<file path="config.mk">
export PLATFORM = sky130hd
export DESIGN_NAME = mux_rr_arbiter
export DESIGN_NICKNAME = d
export VERILOG_FILES = /design/src/rtl/mux_arb_pkg.sv /design/src/rtl/rr_pick.sv /design/src/rtl/mux_rr_arbiter.sv
export SDC_FILE = /design/constraint.sdc
export NUM_CORES = 1
export LEC_CHECK = 0
export ABC_AREA = 1
export BUFFER_PORTS_ARGS = -buffer_cell sky130_fd_sc_hd__buf_2
export CELL_PAD_IN_SITES_DETAIL_PLACEMENT = 0
export CELL_PAD_IN_SITES_GLOBAL_PLACEMENT = 1
export CORE_MARGIN = 1
export CORE_UTILIZATION = 39
export DETAILED_ROUTE_END_ITERATION = 8
export PLACE_DENSITY = 0.8
export SETUP_SLACK_MARGIN = 0.5
export SYNTH_ARGS = -nofsm -noshare
export SYNTH_HDL_FRONTEND = slang
export SYNTH_SLANG_ARGS = --single-unit
</file>
<file path="constraint.sdc">
create_clock -name clk -period 2.3 [get_ports clk]
set_input_delay 0 -clock clk [delete_from_list [all_inputs] [get_ports clk]]
set_output_delay 0 -clock clk [all_outputs]
set_load 0.01 [all_outputs]
</file>
<file path="src/rtl/mux_arb_pkg.sv">
// Shared types and constants for the round-robin arbiter that drives the
// select pair of the 4:1 single-bit mux.
package mux_arb_pkg;

  localparam int NUM_REQ      = 4;
  localparam int HOLD_MAX_DEF = 8;

  typedef enum logic [0:0] {
    IDLE  = 1'b0,
    GRANT = 1'b1
  } state_t;

  localparam logic [1:0] SEL_A = 2'b00;
  localparam logic [1:0] SEL_B = 2'b01;
  localparam logic [1:0] SEL_C = 2'b10;
  localparam logic [1:0] SEL_D = 2'b11;

  function automatic logic [3:0] idx_to_onehot(input logic [1:0] idx);
    return 4'b0001 << idx;
  endfunction

endpackage

</file>
<file path="src/rtl/rr_pick.sv">
// Combinational round-robin priority encoder: searches upward from last+1
// (with wrap) over the unmasked request bits and reports the first hit.
module rr_pick
  import mux_arb_pkg::*;
(
  input  logic [NUM_REQ-1:0] req,
  input  logic [1:0]         last,
  input  logic [NUM_REQ-1:0] mask,
  output logic               valid,
  output logic [1:0]         idx
);

  logic [NUM_REQ-1:0] w_elig;
  logic [1:0]         w_cand;

  assign w_elig = req & ~mask;

  // Walk offsets from farthest to nearest so the nearest hit is written last.
  always_comb begin
    valid  = 1'b0;
    idx    = 2'd0;
    w_cand = 2'd0;
    for (int k = NUM_REQ; k >= 1; k--) begin
      w_cand = last + k[1:0];
      if (w_elig[w_cand]) begin
        valid = 1'b1;
        idx   = w_cand;
      end else begin
        valid = valid;
      end
    end
  end

endmodule

</file>
<file path="src/rtl/mux_rr_arbiter.sv">
// Round-robin arbiter owning sel1/sel2 of the 4:1 mux. Optional grant
// timeout (preemption after HOLD_MAX cycles) is enabled by MUX_ARB_TIMEOUT_EN.
module mux_rr_arbiter #(
  parameter int NUM_REQ  = mux_arb_pkg::NUM_REQ,
  parameter int HOLD_MAX = mux_arb_pkg::HOLD_MAX_DEF
) (
  input  logic               clk,
  input  logic               rst,
  input  logic [NUM_REQ-1:0] req,
  output logic [NUM_REQ-1:0] grant,
  output logic               sel1,
  output logic               sel2,
  output logic               busy
);

  import mux_arb_pkg::*;

  if (NUM_REQ != 4 || HOLD_MAX < 1 || HOLD_MAX > 255) begin : g_bad_cfg
    $error("mux_rr_arbiter: NUM_REQ must be 4 and HOLD_MAX within 1..255");
  end

  state_t             r_state;
  state_t             w_state_nxt;
  logic [NUM_REQ-1:0] r_grant;
  logic [NUM_REQ-1:0] w_grant_nxt;
  logic [1:0]         r_last;
  logic [1:0]         w_last_nxt;
  logic [1:0]         r_sel;
  logic [1:0]         w_sel_nxt;
  logic               r_busy;
  logic               w_new;
  logic               w_own_req;
  logic               w_timeout;
  logic [NUM_REQ-1:0] w_mask;
  logic               w_valid;
  logic [1:0]         w_idx;

  // While in GRANT, r_last is the current owner's index.
  assign w_own_req = req[r_last];
  assign w_mask    = (r_state == GRANT && w_own_req) ? idx_to_onehot(r_last) : 4'b0000;

  rr_pick u_pick (
    .req   (req),
    .last  (r_last),
    .mask  (w_mask),
    .valid (w_valid),
    .idx   (w_idx)
  );

`ifdef MUX_ARB_TIMEOUT_EN
  localparam logic [7:0] HOLD_LAST = 8'(HOLD_MAX - 1);
  logic [7:0] r_cnt;

  assign w_timeout = (r_cnt == HOLD_LAST);

  // Tenure counter: cleared on each new grant or idle, saturates at the limit.
  always_ff @(posedge clk or posedge rst) begin
    if (rst) begin
      r_cnt <= 8'd0;
    end else if (w_new || w_state_nxt == IDLE) begin
      r_cnt <= 8'd0;
    end else if (r_cnt != HOLD_LAST) begin
      r_cnt <= r_cnt + 8'd1;
    end else begin
      r_cnt <= r_cnt;
    end
  end
`else
  assign w_timeout = 1'b0;
`endif

  // Next-state logic; a new winner is taken in the same edge the owner leaves.
  always_comb begin
    w_state_nxt = r_state;
    w_grant_nxt = r_grant;
    w_last_nxt  = r_last;
    w_sel_nxt   = r_sel;
    w_new       = 1'b0;
    case (r_state)
      IDLE: begin
        w_new = w_valid;
      end
      GRANT: begin
        if (!w_own_req) begin
          if (w_valid) begin
            w_new = 1'b1;
          end else begin
            w_state_nxt = IDLE;
            w_grant_nxt = {NUM_REQ{1'b0}};
          end
        end else begin
          w_new = w_timeout && w_valid;
        end
      end
      default: begin
        w_state_nxt = IDLE;
        w_grant_nxt = {NUM_REQ{1'b0}};
      end
    endcase
    if (w_new) begin
      w_state_nxt = GRANT;
      w_grant_nxt = idx_to_onehot(w_idx);
      w_last_nxt  = w_idx;
      w_sel_nxt   = w_idx;
    end else begin
      w_last_nxt  = r_last;
    end
  end

  // State, pointer and registered outputs.
  always_ff @(posedge clk or posedge rst) begin
    if (rst) begin
      r_state <= IDLE;
      r_grant <= {NUM_REQ{1'b0}};
      r_last  <= 2'd3;
      r_sel   <= SEL_A;
      r_busy  <= 1'b0;
    end else begin
      r_state <= w_state_nxt;
      r_grant <= w_grant_nxt;
      r_last  <= w_last_nxt;
      r_sel   <= w_sel_nxt;
      r_busy  <= |w_grant_nxt;
    end
  end

  assign grant = r_grant;
  assign sel1  = r_sel[1];
  assign sel2  = r_sel[0];
  assign busy  = r_busy;

endmodule
</file>
Word-level counts from Yosys, hierarchy flattened
Cells that the tools add are included.
{"block": "word_totals", "output_inout_bits": 7, "regBits": 10, "input_bits": 6}
{"block": "classes", "muxes": 29, "magnitude_cmp": 4, "reduce_logical": 2, "shifts": 2, "addsub": 3, "bitwise": 3}
{"operator": "$mux 4", "count": 5}
{"operator": "$mux 1", "count": 14}
{"operator": "$lt 2x3->1 const B", "count": 4}
{"operator": "$bmux 1 s2", "count": 5}
{"operator": "$mux 2", "count": 4}
{"operator": "$shl 1x2->4 const A", "count": 2}
{"operator": "$add 2x2->2 const B", "count": 2}
{"operator": "$and 4x4->4", "count": 1}
{"operator": "$not 4->4", "count": 1}
{"operator": "$reduce_or 4->1", "count": 1}
{"operator": "$add 2x1->2 const B", "count": 1}
{"operator": "$pmux 1 s2", "count": 1}
{"operator": "$logic_and 1x1->1", "count": 1}
{"operator": "$not 1->1", "count": 1}

Depth between registers and ports, before layout
Gate-level depths: netlist (run 1).
{"block": "logic_depth", "ltp_word": 17, "ltp_mapped": 18}

Cells and area by module
Synthesis (run 1) repeated with hierarchy kept, for this count alone.
{"block": "hier_totals", "cells_unflattened": 116, "hier_area_um2": 748.2}
{"mod": "mux_rr_arbiter", "area_each_um2": 543.0, "cells_each": 70, "instances": 1}
{"mod": "rr_pick", "area_each_um2": 205.2, "cells_each": 46, "instances": 1}

Least setup slack after synthesis (run 1)
Ideal clock, no wire load.
{"block": "synth_timing", "path_kind": "reg2reg", "startpoint": "register r_last[0]", "endpoint": "register r_busy (netlist: busy)", "t_arrival_ns": 1.792, "path_buffers": 1, "t_required_ns": 2.181, "period_less_slack_ns": 1.911, "slack_ns": 0.389, "path_stages_with_launch": 18, "cell_sequence": "dfstp_2 buf_6 inv_6 ha_1 nand4_1 nand3_1 nand2_1 nand2_1 nand2_1 inv_1 nand2_2 nand2_2 nand2_2 nand2_2 nand2_1 nand2_2 nor2_1 nand2_1"}
{"block": "synth_via", "elab_chain_cells": 17, "elab_cells_between_ends": 35, "cone_classes": "add/sub: 3; shift: 2; mux: 26; bitwise: 2; reduce/logical: 2"}
{"element": "start: declaration", "line_no": "mux_rr_arbiter.sv:26", "source": "logic [1:0] r_last;"}
{"element": "start signal: assignment", "line_no": "mux_rr_arbiter.sv:121", "source": "r_last <= w_last_nxt;"}
{"element": "$bmux 1 s2", "line_no": "mux_rr_arbiter.sv:39", "source": "assign w_own_req = req[r_last];"}
{"element": "$mux 1 (not written as such)", "line_no": "mux_rr_arbiter.sv:39"}
{"element": "$logic_and 1x1->1", "line_no": "mux_rr_arbiter.sv:40", "source": "assign w_mask = (r_state == GRANT && w_own_req) ? idx_to_onehot(r_last) : 4'b0000;"}
{"element": "$mux 4", "line_no": "mux_rr_arbiter.sv:40"}
{"element": "$not 4->4", "line_no": "rr_pick.sv:16", "source": "assign w_elig = req & ~mask;"}
{"element": "$and 4x4->4", "line_no": "rr_pick.sv:16"}
{"element": "$bmux 1 s2", "line_no": "rr_pick.sv:25", "source": "if (w_elig[w_cand]) begin"}
{"element": "$mux 1 (not written as such)", "line_no": "rr_pick.sv:25"}
{"element": "$mux 1 (4 in series)", "line_no": "rr_pick.sv:25"}
{"element": "$mux 1 or $mux 4 (tied branches)", "line_no": "mux_rr_arbiter.sv:85", "source": "if (w_valid) begin"}
{"element": "$mux 1 or $mux 4 (tied branches)", "line_no": "mux_rr_arbiter.sv:84", "source": "if (!w_own_req) begin"}
{"element": "$pmux 1 s2 or $mux 4 (tied branches)", "line_no": "mux_rr_arbiter.sv:79", "source": "case (r_state)"}
{"element": "$mux 4 (*)", "line_no": "mux_rr_arbiter.sv:100", "source": "if (w_new) begin"}
{"element": "net w_grant_nxt[3]", "line_no": "mux_rr_arbiter.sv:25", "source": "logic [NUM_REQ-1:0] w_grant_nxt;"}
{"element": "$reduce_or 4->1 (*)", "line_no": "mux_rr_arbiter.sv:123", "source": "r_busy <= |w_grant_nxt;"}
{"element": "end signal: assignment", "line_no": "mux_rr_arbiter.sv:123"}
{"element": "end: declaration", "line_no": "mux_rr_arbiter.sv:30", "source": "logic r_busy;"}
The timed path passes the listed nets; every way through them passes the cells marked *. The select of a mux whose other input is x is not followed.
A chain may end at the register's enable or synchronous reset.

Final worst setup path (run 1)
Ends and elaborated chain as after synthesis.

==> metrics.md, run 1 <==
| Metric | Value |
|---|---|
| Run status | `complete, no violations` |
| Vias post-DR | `737` |
| Minimum period implied by the final worst setup slack | `2090 ps` |
| Number of sinks driven by the clock tree | `10` |
| Synth Register Bits | `10` |
| Post-detailed-routing wire length | `1770 um` |
| GRT Residual Overflow | `0` |
| Clock share of power | `6.0%` |
| Slew margin rel. | `74.8%` |
| Number of failing hold endpoints at the final stage | `0` |
| Mapped Area | `790 um^2` |
| Diodes inserted | `0` |
| Combined buffer and inverter count along the critical path | `2` |
| Cell Rows | `15` |
| Cell class contributing the biggest share of worst-path delay | `simple AND/OR/NAND/NOR gates` |
| Slew Limit Fails | `0` |
| Maximum number of pins on one net before global-route repair | `11` |
| Number of distinct library cells after synthesis | `21` |
| Net Sw Frac | `49.6%` |
| Via count of the first global-routing pass | `690` |
| Actual transition at the worst max-transition pin | `378 ps` |
| Post-Route Hold Slack | `271 ps` |
| Yosys warnings | `0` |
| Clock network latency to the later pin of the worst-skew pair | `260 ps` |
| Switching component of the power | `1.01 mW` |
| Total power density per cell area | `1830 mW/mm^2` |
| Slowest stage delay, CP | `690 ps` |
| Number of routed nets with antenna violations | `0` |
| Routed via count divided by cell count | `4.72` |
| Worst path depth | `17` |
| Die ar. | `0.00221 mm^2` |
| Combinational power share | `76.0%` |
| Arr. time, crit path | `2240 ps` |
| Post-Syn Area per Cell | `7.97 um^2` |
| Pleak | `0.567 nW` |
| CTS H-tree depth | `1` |
| Total track usage | `18.0%` |
| Data required time of the critical path | `2450 ps` |
| Most frequent CP cell | `sky130_fd_sc_hd__nand2_2` |
| Number of detailed-route iterations in the first pass | `3` |
| Maximum ir drop on the vdd rail | `0.961 mV` |
| Wire length per cell after detailed routing | `11.4 um` |
| Final number of setup-violating endpoints | `0` |
| Internal power consumption | `1.02 mW` |
| Worst-case reg-to-reg path depth | `17` |
| Setup crit end kind | `register` |
| Number of design-rule violations left by the first detailed-router iteration | `7` |
| CTS buffer count | `3` |
| Register-to-Register Setup Slack | `210 ps` |
| Register share of total power | `18.0%` |
| Count of unresolved DRC violations after routing | `0` |
| Starting Density | `43.8%` |
| Library cell used as clock root buffer | `sky130_fd_sc_hd__clkbuf_4` |
| Largest fanout on the critical path | `7` |
| Worst-path cell with the longest stage delay | `sky130_fd_sc_hd__dfstp_4` |
| Cell count after synthesis | `99` |
| Net count, final | `142` |
| Max-cap violations | `0` |
| CP Cell Sequence | `inv_8 -> nand2_4 -> nand3_4 -> nand4_1 -> nand3_1 -> nand2_2 -> nand2_2 -> nand2_1 -> inv_1 -> nand2_2 -> nand2_2 -> nand2_2 -> nand2_2 -> nand2_2 -> nand2_2 -> nor2_1 -> nand2_1` |
| Hold crit path type | `input pin to asynchronous set/reset pin` |
| Unrepaired setup endpoints after global routing | `true` |
| Overall die width | `47.0 um` |
| Core region area | `0.00180 mm^2` |
| Layout overhead on the synthesized area | `40.3%` |
| Crit path launch type | `register` |
| Fraction of layout instances using a drive strength above 1 | `56.5%` |
| Setup total negative slack | `0 ps` |
| Worst setup path category | `register to register` |
| PnR Total Power | `2.03 mW` |
| Fill cell count | `176` |
| Sequential-to-total area share from yosys stat | `32.0%` |
| First-pass GRT wire length | `2780 um` |
| Clock-pin slew on the worst setup and hold paths | `60 ps` |
| Maximum clock skew at final layout | `1.17 ps` |
| HPWL reported at the end of detailed placement | `1300 um` |
| Maximum clock frequency | `0.479 GHz` |
| CTS tree | `done` |
| IO Count | `13` |
| Final clock period utilization by the worst path | `90.7%` |
| Clock tree buffer depth | `2` |
| Buffers on Ports | `12` |
| Gpl congestion | `0.779` |
| Net Count, Synth | `109` |
| Number of antenna violations at the first check in global routing | `0` |
| Vertical extent of the die | `47.0 um` |
## final cells by class
cell class                 count  area, um^2  share of cell area [%]
clock buffer                   4        26.3                    2.37
inverter                       9        41.3                    3.73
timing repair buffer          29         203                    18.3
tap                           25        31.3                    2.82
sequential                    10         256                    23.2
multi-input combinational     79         549                    49.6
## cell usage in the layout (no fill, tap or decap), drive strengths merged
master / count
ha: 4
nand2: 40
inv: 9
o21ai: 2
clkbuf: 4
nor2: 8
nand4: 4
a21oi: 2
dfrtp: 8
dlygate4sd3: 1
nand3: 19
dfstp: 2
buf: 28
## cells in the mapped netlist
master,count,share of area [%]
sky130_fd_sc_hd__nand2_2,12,9.5
sky130_fd_sc_hd__inv_2,3,1.4
sky130_fd_sc_hd__dfstp_2,2,6.7
sky130_fd_sc_hd__nand3_4,2,4.4
sky130_fd_sc_hd__o21ai_4,1,2.1
sky130_fd_sc_hd__nand3_2,2,2.5
sky130_fd_sc_hd__o21ai_0,1,0.63
sky130_fd_sc_hd__a21oi_4,1,2.1
sky130_fd_sc_hd__a21oi_1,1,0.63
sky130_fd_sc_hd__nand2_1,26,12
sky130_fd_sc_hd__nor2_2,3,2.4
sky130_fd_sc_hd__buf_6,1,1.4
sky130_fd_sc_hd__nand2_4,2,2.9
sky130_fd_sc_hd__nor2_1,5,2.4
sky130_fd_sc_hd__dfrtp_1,8,25
sky130_fd_sc_hd__nand4_1,3,2.4
sky130_fd_sc_hd__inv_6,1,1.1
sky130_fd_sc_hd__inv_1,5,2.4
sky130_fd_sc_hd__nand4_2,1,1.6
sky130_fd_sc_hd__ha_1,4,6.3
sky130_fd_sc_hd__nand3_1,15,9.5
## stage by stage
| stage | setup WS (ps) | cell area, um^2 | cells | utilization, % |
|---|---|---|---|---|
| 2_1_floorplan | 415 | 813 | 99 | - |
| 3_3_place_gp | 153 | 890 | 135 | 49.4 |
| 3_5_place_dp | 128 | 890 | 135 | 49.4 |
| 4_1_cts | 232 | 1010 | 148 | 56.3 |
| 5_1_grt | 84.1 | 1110 | 156 | 61.5 |
| 6_report | 214 | 1110 | 156 | 61.5 |
## routing by layer
metal  track usage, %  up-vias  routed length, um
met5                0        -                  0
met4             3.43        0                 11
met3             5.77        2                 46
met2             33.9       10                941
met1             19.9      341                775
li1                 -      384                  -
## worst min-delay path: stages
cell and delay, ps:
sky130_fd_sc_hd__dlygate4sd3_1 540, sky130_fd_sc_hd__buf_2 120, sky130_fd_sc_hd__inv_1 280
## registers in the layout, indices dropped and copies added (netlist names)
register and flops:
r_sel 2, r_last 2, busy 1, r_state 1
grant 4
## final timing paths
check	start	to
max in group asynchronous	rst	r_last[1]$_DFFE_PP1N_
worst max register to register	r_last[0]$_DFFE_PP1N_	busy$_DFF_PP0_
worst min register to register	r_sel[0]$_DFFE_PP0N_	r_sel[0]$_DFFE_PP0N_
worst max-delay path	r_last[0]$_DFFE_PP1N_	busy$_DFF_PP0_
min in group clk	req[1]	r_state$_DFF_PP0_
worst min-delay path	rst	grant[1]$_DFF_PP0_
## cells by family after synthesis
logic type,after synthesis,share of synthesized area (%)
flops,10,32.0
buf+inv,10,6.34
simple gates,71,49.9
fa+ha+maj,4,6.34
compound gates,4,5.39
## repair_timing
| item | 4_1_cts | 5_1_grt |
|---|---|---|
| gates resized for setup | 3 | 13 |
| setup buffers | 8 | 8 |
| endpoints found under the hold margin | 8 | 0 |
| endpoints found under the setup margin | 9 | 9 |
| hold buffers | 1 | 0 |
| pin swaps | 7 | 11 |
## power by group through the flow
stage / clock (mW) / sequential, mW / combinational, mW
6_report: 0.122 / 0.366 / 1.54
3_3_place_gp: 0 / 0.377 / 1.11
4_1_cts: 0.127 / 0.363 / 1.30
3_5_place_dp: 0 / 0.381 / 1.11
5_1_grt: 0.134 / 0.376 / 1.71
2_1_floorplan: 0 / 0.363 / 0.923
Power figures use the tool's default switching activity.
==> run 2: changes to the inputs <==
==> constraint.sdc (replaced) <==
create_clock -name clk -period 2.05 [get_ports clk]
set_input_delay 0 -clock clk [delete_from_list [all_inputs] [get_ports clk]]
set_output_delay 0 -clock clk [all_outputs]
set_load 0.01 [all_outputs]
==> run 2 against run 1 <==
  * The run now ends with negative setup slack left
  * Count of clock-buffer cells in the layout stayed put
  * Non-clock buffer count is 4 lower
  * Die area stayed put
  * Sequential share of layout area is 0.36 points lower
  * Flip-flop and latch count stayed put
  * Global-route usage is 0.32 points lower
  * Cell count is 2.6% lower
  * First-iteration DRC count is 43% higher
  * Core utilization is 0.070 points higher
  * Cell area is 0.11% higher
==> metrics.md, run 2 (synthesis results as in run 1) <==
| Metric | Value |
|---|---|
| Run status | `finished with violations` |
| Violated checks | `negative setup slack` |
| Fraction of layout instances using a drive strength above 1 | `61.4%` |
| CTS buffer count | `3` |
| Number of detailed-route iterations in the first pass | `4` |
| Crit path launch type | `register` |
| Actual transition at the worst max-transition pin | `382 ps` |
| Number of antenna violations at the first check in global routing | `0` |
| Setup crit end kind | `register` |
| Number of failing hold endpoints at the final stage | `0` |
| Placed cell area | `935 um^2` |
| Total track usage | `17.7%` |
| Vertical extent of the die | `47.0 um` |
| Maximum clock frequency | `0.464 GHz` |
| Number of routed nets with antenna violations | `0` |
| Number of design-rule violations left by the first detailed-router iteration | `10` |
| Global routing met2 resource utilization | `28.1%` |
| Clock network latency to the later pin of the worst-skew pair | `270 ps` |
| Worst-case reg-to-reg path depth | `14` |
| Cell Rows | `15` |
| Clock tree buffer depth | `2` |
| IO Count | `13` |
| Wire length per cell after detailed routing | `12.0 um` |
| Final clock period utilization by the worst path | `105%` |
| Die ar. | `0.00221 mm^2` |
| Slew Limit Fails | `0` |
| Worst setup path category | `register to register` |
| Max reg flops | `4` |
| Maximum clock skew at final layout | `5.52 ps` |
| Slowest stage delay, CP | `700 ps` |
| Met3 demand-to-capacity share in global routing | `7.31%` |
| Max-cap violations | `0` |
| Gpl congestion | `0.737` |
| Maximum number of pins on one net before global-route repair | `11` |
| Starting Density | `43.8%` |
| CP Cell Sequence | `inv_8 -> nand2_4 -> nand3_4 -> nand4_4 -> nand2_2 -> o21ai_4 -> nor2_2 -> nand2_2 -> nand2_4 -> a21oi_4 -> nand3_1 -> nand2_1 -> nor2_1 -> nand2_1` |
| Slew margin rel. | `74.5%` |
| Count of unresolved DRC violations after routing | `0` |
| Clock-pin slew on the worst setup and hold paths | `70 ps` |
| Post-detailed-routing wire length | `1820 um` |
| CTS H-tree depth | `1` |
| Buffers on Ports | `12` |
| Setup WS pre-CTS | `-51.0 ps` |
| Hold crit path type | `input pin to asynchronous set/reset pin` |
| Most common library cell in the layout ignoring fill and taps | `sky130_fd_sc_hd__nand2_2` |
| Library cell used as clock root buffer | `sky130_fd_sc_hd__clkbuf_4` |
| Worst-path cell with the longest stage delay | `sky130_fd_sc_hd__dfstp_2` |
| Via count of the first global-routing pass | `663` |
| Overall die width | `47.0 um` |
| Layer with the highest usage | `met2` |
| Arr. time, crit path | `2360 ps` |
| Data required time of the critical path | `2250 ps` |
| GRT Residual Overflow | `0` |
| Net count, final | `138` |
| Largest fanout on the critical path | `8` |
| Core region area | `0.00180 mm^2` |
| Global-route met1 utilization | `24.3%` |
| Unrepaired setup endpoints after global routing | `true` |
| Post-route cell area | `0.00111 mm^2` |
| First-pass GRT wire length | `2780 um` |
| HPWL reported at the end of detailed placement | `1350 um` |
| CTS tree | `done` |
| Number of sinks driven by the clock tree | `10` |
| Diodes inserted | `0` |
| Final number of setup-violating endpoints | `6` |
| Layout overhead on the synthesized area | `40.4%` |
| Routed via count divided by cell count | `4.89` |
| Top library cells by usage in the layout, fill and taps aside | `sky130_fd_sc_hd__nand2_2 (22), sky130_fd_sc_hd__nand3_1 (13), sky130_fd_sc_hd__buf_2 (12), sky130_fd_sc_hd__nand2_1 (11), sky130_fd_sc_hd__buf_4 (11)` |
| Final critical-path setup slack | `-105 ps` |
| Vias post-DR | `744` |
| Minimum period implied by the final worst setup slack | `2160 ps` |
-- run 2: changes by cell type in the layout (fill, tap and decap cells not counted), moves of 2 or more --
cell,before,now
sky130_fd_sc_hd__nand2_4,4,7
sky130_fd_sc_hd__inv_2,3,5
sky130_fd_sc_hd__nand2_1,17,11
sky130_fd_sc_hd__inv_1,5,3
sky130_fd_sc_hd__nand2_2,19,22
sky130_fd_sc_hd__buf_4,15,11
-- run 2: worst paths after layout --
path	endpoint	slack, ps	from
worst max register to register	busy$_DFF_PP0_	-110	r_last[0]$_DFFE_PP1N_
max in group asynchronous	r_last[0]$_DFFE_PP1N_	1480	rst
worst min register to register	r_sel[0]$_DFFE_PP0N_	490	r_sel[0]$_DFFE_PP0N_
min in group clk	r_state$_DFF_PP0_	290	req[1]
worst min-delay path	r_sel[0]$_DFFE_PP0N_	260	rst
worst max-delay path	busy$_DFF_PP0_	-110	r_last[0]$_DFFE_PP1N_
-- run 2: critical path, delay by kind of cell (launching register included) --
kind | cells | cell delay, ps
AO/OA/AOI/OAI | 2 | 420
buffers and inverters | 1 | 80
flip-flops | 1 | 700
AND/OR/NAND/NOR | 11 | 870
-- run 2: per-layer routing --
metal / wire length (um) / up-vias
li1: - / 380
met1: 809 / 354
met2: 945 / 10
met3: 68 / 0
met4: 0 / 0
met5: 0 / -
-- run 2: metrics by stage --
step	hold slack (ps)	instances	utilization (%)	setup TNS (ps)
after floorplan	-161	99	-	0
after detailed placement	-8.78	141	51.9	-52.0
final	262	152	61.5	-272
after global routing	289	152	61.5	-1110
after global placement	-15.4	141	51.9	-21.9
after CTS	243	152	56.9	-64.1
-- run 2: area by class of cell --
type                            instances  area (um^2)
Inverter                                9         41.3
Fill cell                             176          693
Clock buffer                            4         36.3
Multi-Input combinational cell         79          583
Tap cell                               25         31.3
Timing Repair Buffer                   25          164
Sequential cell                        10          253
-- run 2: what timing repair did --
action,CTS,global route
setup buffers,6,0
pin swaps,3,16
gates resized for setup,0,25
hold endpoints to repair,10,0
setup endpoints to repair,10,10
hold buffers,1,0
Power of run 2 is left out: the tool's default activity adds up to more than one toggle a clock period on the data nets, which glitch-free logic cannot reach.
==> run 3: changes to the inputs <==
--- a/config.mk
+++ b/config.mk
@@ -5,14 +5,13 @@
 export SDC_FILE = /design/constraint.sdc
 export NUM_CORES = 1
 export LEC_CHECK = 0
-export ABC_AREA = 1
 export BUFFER_PORTS_ARGS = -buffer_cell sky130_fd_sc_hd__buf_2
 export CELL_PAD_IN_SITES_DETAIL_PLACEMENT = 0
 export CELL_PAD_IN_SITES_GLOBAL_PLACEMENT = 1
 export CORE_MARGIN = 1
-export CORE_UTILIZATION = 39
+export CORE_UTILIZATION = 40
 export DETAILED_ROUTE_END_ITERATION = 8
-export PLACE_DENSITY = 0.8
+export PLACE_DENSITY = 0.78
 export SETUP_SLACK_MARGIN = 0.5
 export SYNTH_ARGS = -nofsm -noshare
 export SYNTH_HDL_FRONTEND = slang
==> run 3 against run 2 <==
  * The run still ends with negative setup slack left
  * Highest routed layer is now met4
  * Count of clock-buffer cells in the layout stayed put
  * Flip-flop and latch count stayed put
  * Routed wire length is 34% higher
  * Critical path depth is 7 lower
  * Worst setup slack worse by 110 ps
  * Clock skew is 4.8 ps higher
  * Cell area is 24% higher
==> metrics.md, run 3 <==
| Metric | Value |
|---|---|
| Diodes inserted | `0` |
| Setup crit end kind | `register` |
| Number of routed nets with antenna violations | `0` |
| Async S/R FF share, synth | `100%` |
| Fraction of layout instances using a drive strength above 1 | `62.1%` |
| Final critical-path setup slack | `-213 ps` |
| Number of antenna violations at the first check in global routing | `0` |
| Wire length per cell after detailed routing | `15.4 um` |
| Actual transition at the worst max-transition pin | `392 ps` |
| Post-Route Hold Slack | `226 ps` |
| Via count of the first global-routing pass | `882` |
| Synth Register Bits | `10` |
| CP Cell Sequence | `ha_4 -> o211ai_1 -> a221oi_2 -> a31oi_2 -> o22a_1 -> a211o_1 -> a22o_1` |
| Count of unresolved DRC violations after routing | `0` |
| Maximum clock skew at final layout | `10.3 ps` |
| Slew Limit Fails | `0` |
| Crit path launch type | `register` |
| Net Count, Synth | `97` |
| Layer with the highest usage | `met2` |
| CTS buffer count | `3` |
| Maximum clock frequency | `0.442 GHz` |
| Arr. time, crit path | `2420 ps` |
| GRT Residual Overflow | `0` |
| Met3 demand-to-capacity share in global routing | `5.30%` |
| Cell class contributing the biggest share of worst-path delay | `compound AO/OA/AOI/OAI gates` |
| Combined buffer and inverter count along the critical path | `0` |
| Max reg flops | `4` |
| Clock-pin slew on the worst setup and hold paths | `70 ps` |
| CP Launch Point | `r_last[0]$_DFFE_PP1N_` |
| Layout overhead on the synthesized area | `55.7%` |
| Overall die width | `49.0 um` |
| Slowest stage delay, CP | `680 ps` |
| Final clock period utilization by the worst path | `110%` |
| Post-layout utilization of the core | `67.9%` |
| Global-route met1 utilization | `27.1%` |
| Violated checks | `negative setup slack` |
| Number of sinks driven by the clock tree | `10` |
| Worst-path cell with the longest stage delay | `sky130_fd_sc_hd__dfstp_2` |
| Max-cap violations | `0` |
| Largest area contributor in the netlist | `sky130_fd_sc_hd__dfrtp_1` |
| Unrepaired setup endpoints after global routing | `true` |
| HPWL reported at the end of detailed placement | `1700 um` |
| Most common flop cell mapped by yosys | `sky130_fd_sc_hd__dfrtp_1` |
| Largest fanout on the critical path | `7` |
| Number of flops mapped to enable cells by yosys | `0` |
| Gpl congestion | `0.842` |
| Number of detailed-route iterations in the first pass | `4` |
| Routed via count divided by cell count | `5.65` |
| Core region area | `0.00202 mm^2` |
| Clock network latency to the later pin of the worst-skew pair | `270 ps` |
| Post-synth top cells | `sky130_fd_sc_hd__dfrtp_1 (8), sky130_fd_sc_hd__nand2_1 (8), sky130_fd_sc_hd__inv_1 (6), sky130_fd_sc_hd__nand2b_1 (6), sky130_fd_sc_hd__ha_1 (4)` |
| Vertical extent of the die | `49.0 um` |
| Worst flop-to-flop path startpoint | `r_last[0]$_DFFE_PP1N_` |
| Total power density per cell area | `1720 mW/mm^2` |
| Cell types with the largest area share after synthesis | `sky130_fd_sc_hd__dfrtp_1 (23%), sky130_fd_sc_hd__dfstp_2 (6.0%), sky130_fd_sc_hd__ha_1 (5.7%)` |
| Library cell used as clock root buffer | `sky130_fd_sc_hd__clkbuf_4` |
| Cell count after synthesis | `87` |
| First-pass GRT wire length | `3840 um` |
| Clock tree buffer depth | `2` |
| Net count, final | `143` |
| Top library cells by usage in the layout, fill and taps aside | `sky130_fd_sc_hd__buf_4 (27), sky130_fd_sc_hd__buf_2 (12), sky130_fd_sc_hd__dfrtp_1 (8), sky130_fd_sc_hd__nand2_1 (6)` |
| Global routing met2 resource utilization | `32.9%` |
| Portion of synthesized cell area occupied by the leading cell type | `22.7%` |
| Most common library cell in the layout ignoring fill and taps | `sky130_fd_sc_hd__buf_4` |
| Buffers on Ports | `12` |
| Hold crit path type | `input pin to register` |
| Post-detailed-routing wire length | `2440 um` |
| Maximum number of pins on one net before global-route repair | `11` |
| CTS H-tree depth | `1` |
| Hold path startpoint | `req[3]` |
| Sequential-to-total area share from yosys stat | `28.7%` |
| Data required time of the critical path | `2210 ps` |
| Minimum period implied by the final worst setup slack | `2260 ps` |
| Starting Density | `43.6%` |
| IO Count | `13` |
| Final number of setup-violating endpoints | `9` |
| Vias post-DR | `898` |
| Post-Syn Area per Cell | `10.1 um^2` |
| Worst setup path category | `register to register` |
| Total track usage | `20.5%` |
| Yosys warnings | `0` |
| Die ar. | `0.00240 mm^2` |
| Run status | `finished with violations` |
| Number of distinct library cells after synthesis | `47` |
| Cell Rows | `16` |
| Pleak | `0.615 nW` |
| Number of design-rule violations left by the first detailed-router iteration | `15` |
| CTS tree | `done` |
| Slew margin rel. | `73.8%` |
| Maximum ir drop on the vdd rail | `1.08 mV` |
| Mapped Area | `882 um^2` |
| Number of failing hold endpoints at the final stage | `0` |
==> run 3: cell type report <==
cell class | instances | area (um^2)
inverter | 6 | 27.5
fill | 174 | 648
clock buffer | 4 | 26.3
tap | 27 | 33.8
sequential | 10 | 253
timing repair buffer | 44 | 318
multi-input combinational | 68 | 716
==> run 3: layer usage <==
metal,routed length (um),share of wire (%),vias up
met5,0,0,-
met4,15,0.61,0
li1,-,-,426
met2,1210,50,33
met3,105,4.3,2
met1,1110,45,437
==> run 3: cells by family (layout without fill, tap and decap cells) <==
logic type                 count (synthesis)  after routing  share of synthesized area, %
AOI/OAI and AO/OA                         31             31                          32.3
adders and majority gates                  4              4                          5.67
buffers and inverters                      9             54                          5.96
DFF                                       10             10                          28.7
muxes                                      5              5                          7.94
and+or+nand+nor                           28             28                          19.4
==> run 3: what timing repair did <==
action	CTS	global route
endpoints found under the hold margin	8	0
resized for setup	3	15
endpoints found under the setup margin	10	10
setup buffers	5	3
pin swaps	5	13
hold buffers	1	0
==> run 3: final timing paths <==
kind                       slack, ps                    end  depth (start not counted)
max                             -210     grant[2]$_DFF_PP0_                          7
min                              230      r_state$_DFF_PP0_                          4
max reg2reg                     -210     grant[2]$_DFF_PP0_                          7
min reg2reg                      480   r_sel[1]$_DFFE_PP0N_                          1
max in group asynchronous       1480  r_last[0]$_DFFE_PP1N_                          3
min in group asynchronous        250     grant[3]$_DFF_PP0_                          3
==> run 3: metrics by stage <==
| step | setup WS [ps] | power (mW) | cells | setup TNS [ps] | cell area [um^2] |
|---|---|---|---|---|---|
| floorplan | -117 | 1.39 | 87 | -231 | 941 |
| global placement | -232 | 1.85 | 146 | -1360 | 1170 |
| detailed placement | -258 | 1.87 | 146 | -1550 | 1170 |
| CTS | -204 | 2.14 | 156 | -1320 | 1260 |
| global route | -301 | 2.52 | 159 | -2170 | 1370 |
| finish | -213 | 2.36 | 159 | -1270 | 1370 |
==> run 3: worst reg2reg max path: stages, from the launching register on <==
cell and delay, ps:
sky130_fd_sc_hd__dfstp_2 680, sky130_fd_sc_hd__ha_4 180, sky130_fd_sc_hd__o211ai_1 120, sky130_fd_sc_hd__a221oi_2 340, sky130_fd_sc_hd__a31oi_2 80, sky130_fd_sc_hd__o22a_1 230, sky130_fd_sc_hd__a211o_1 310, sky130_fd_sc_hd__a22o_1 220
==> run 3: where the power goes <==
group,leakage (nW),total (mW),internal (mW),switching (mW)
combinational,0.483,1.80,0.983,0.818
sequential,0.117,0.417,0.305,0.112
clock,0.0150,0.141,0.0751,0.0661
total,0.615,2.36,1.36,0.996
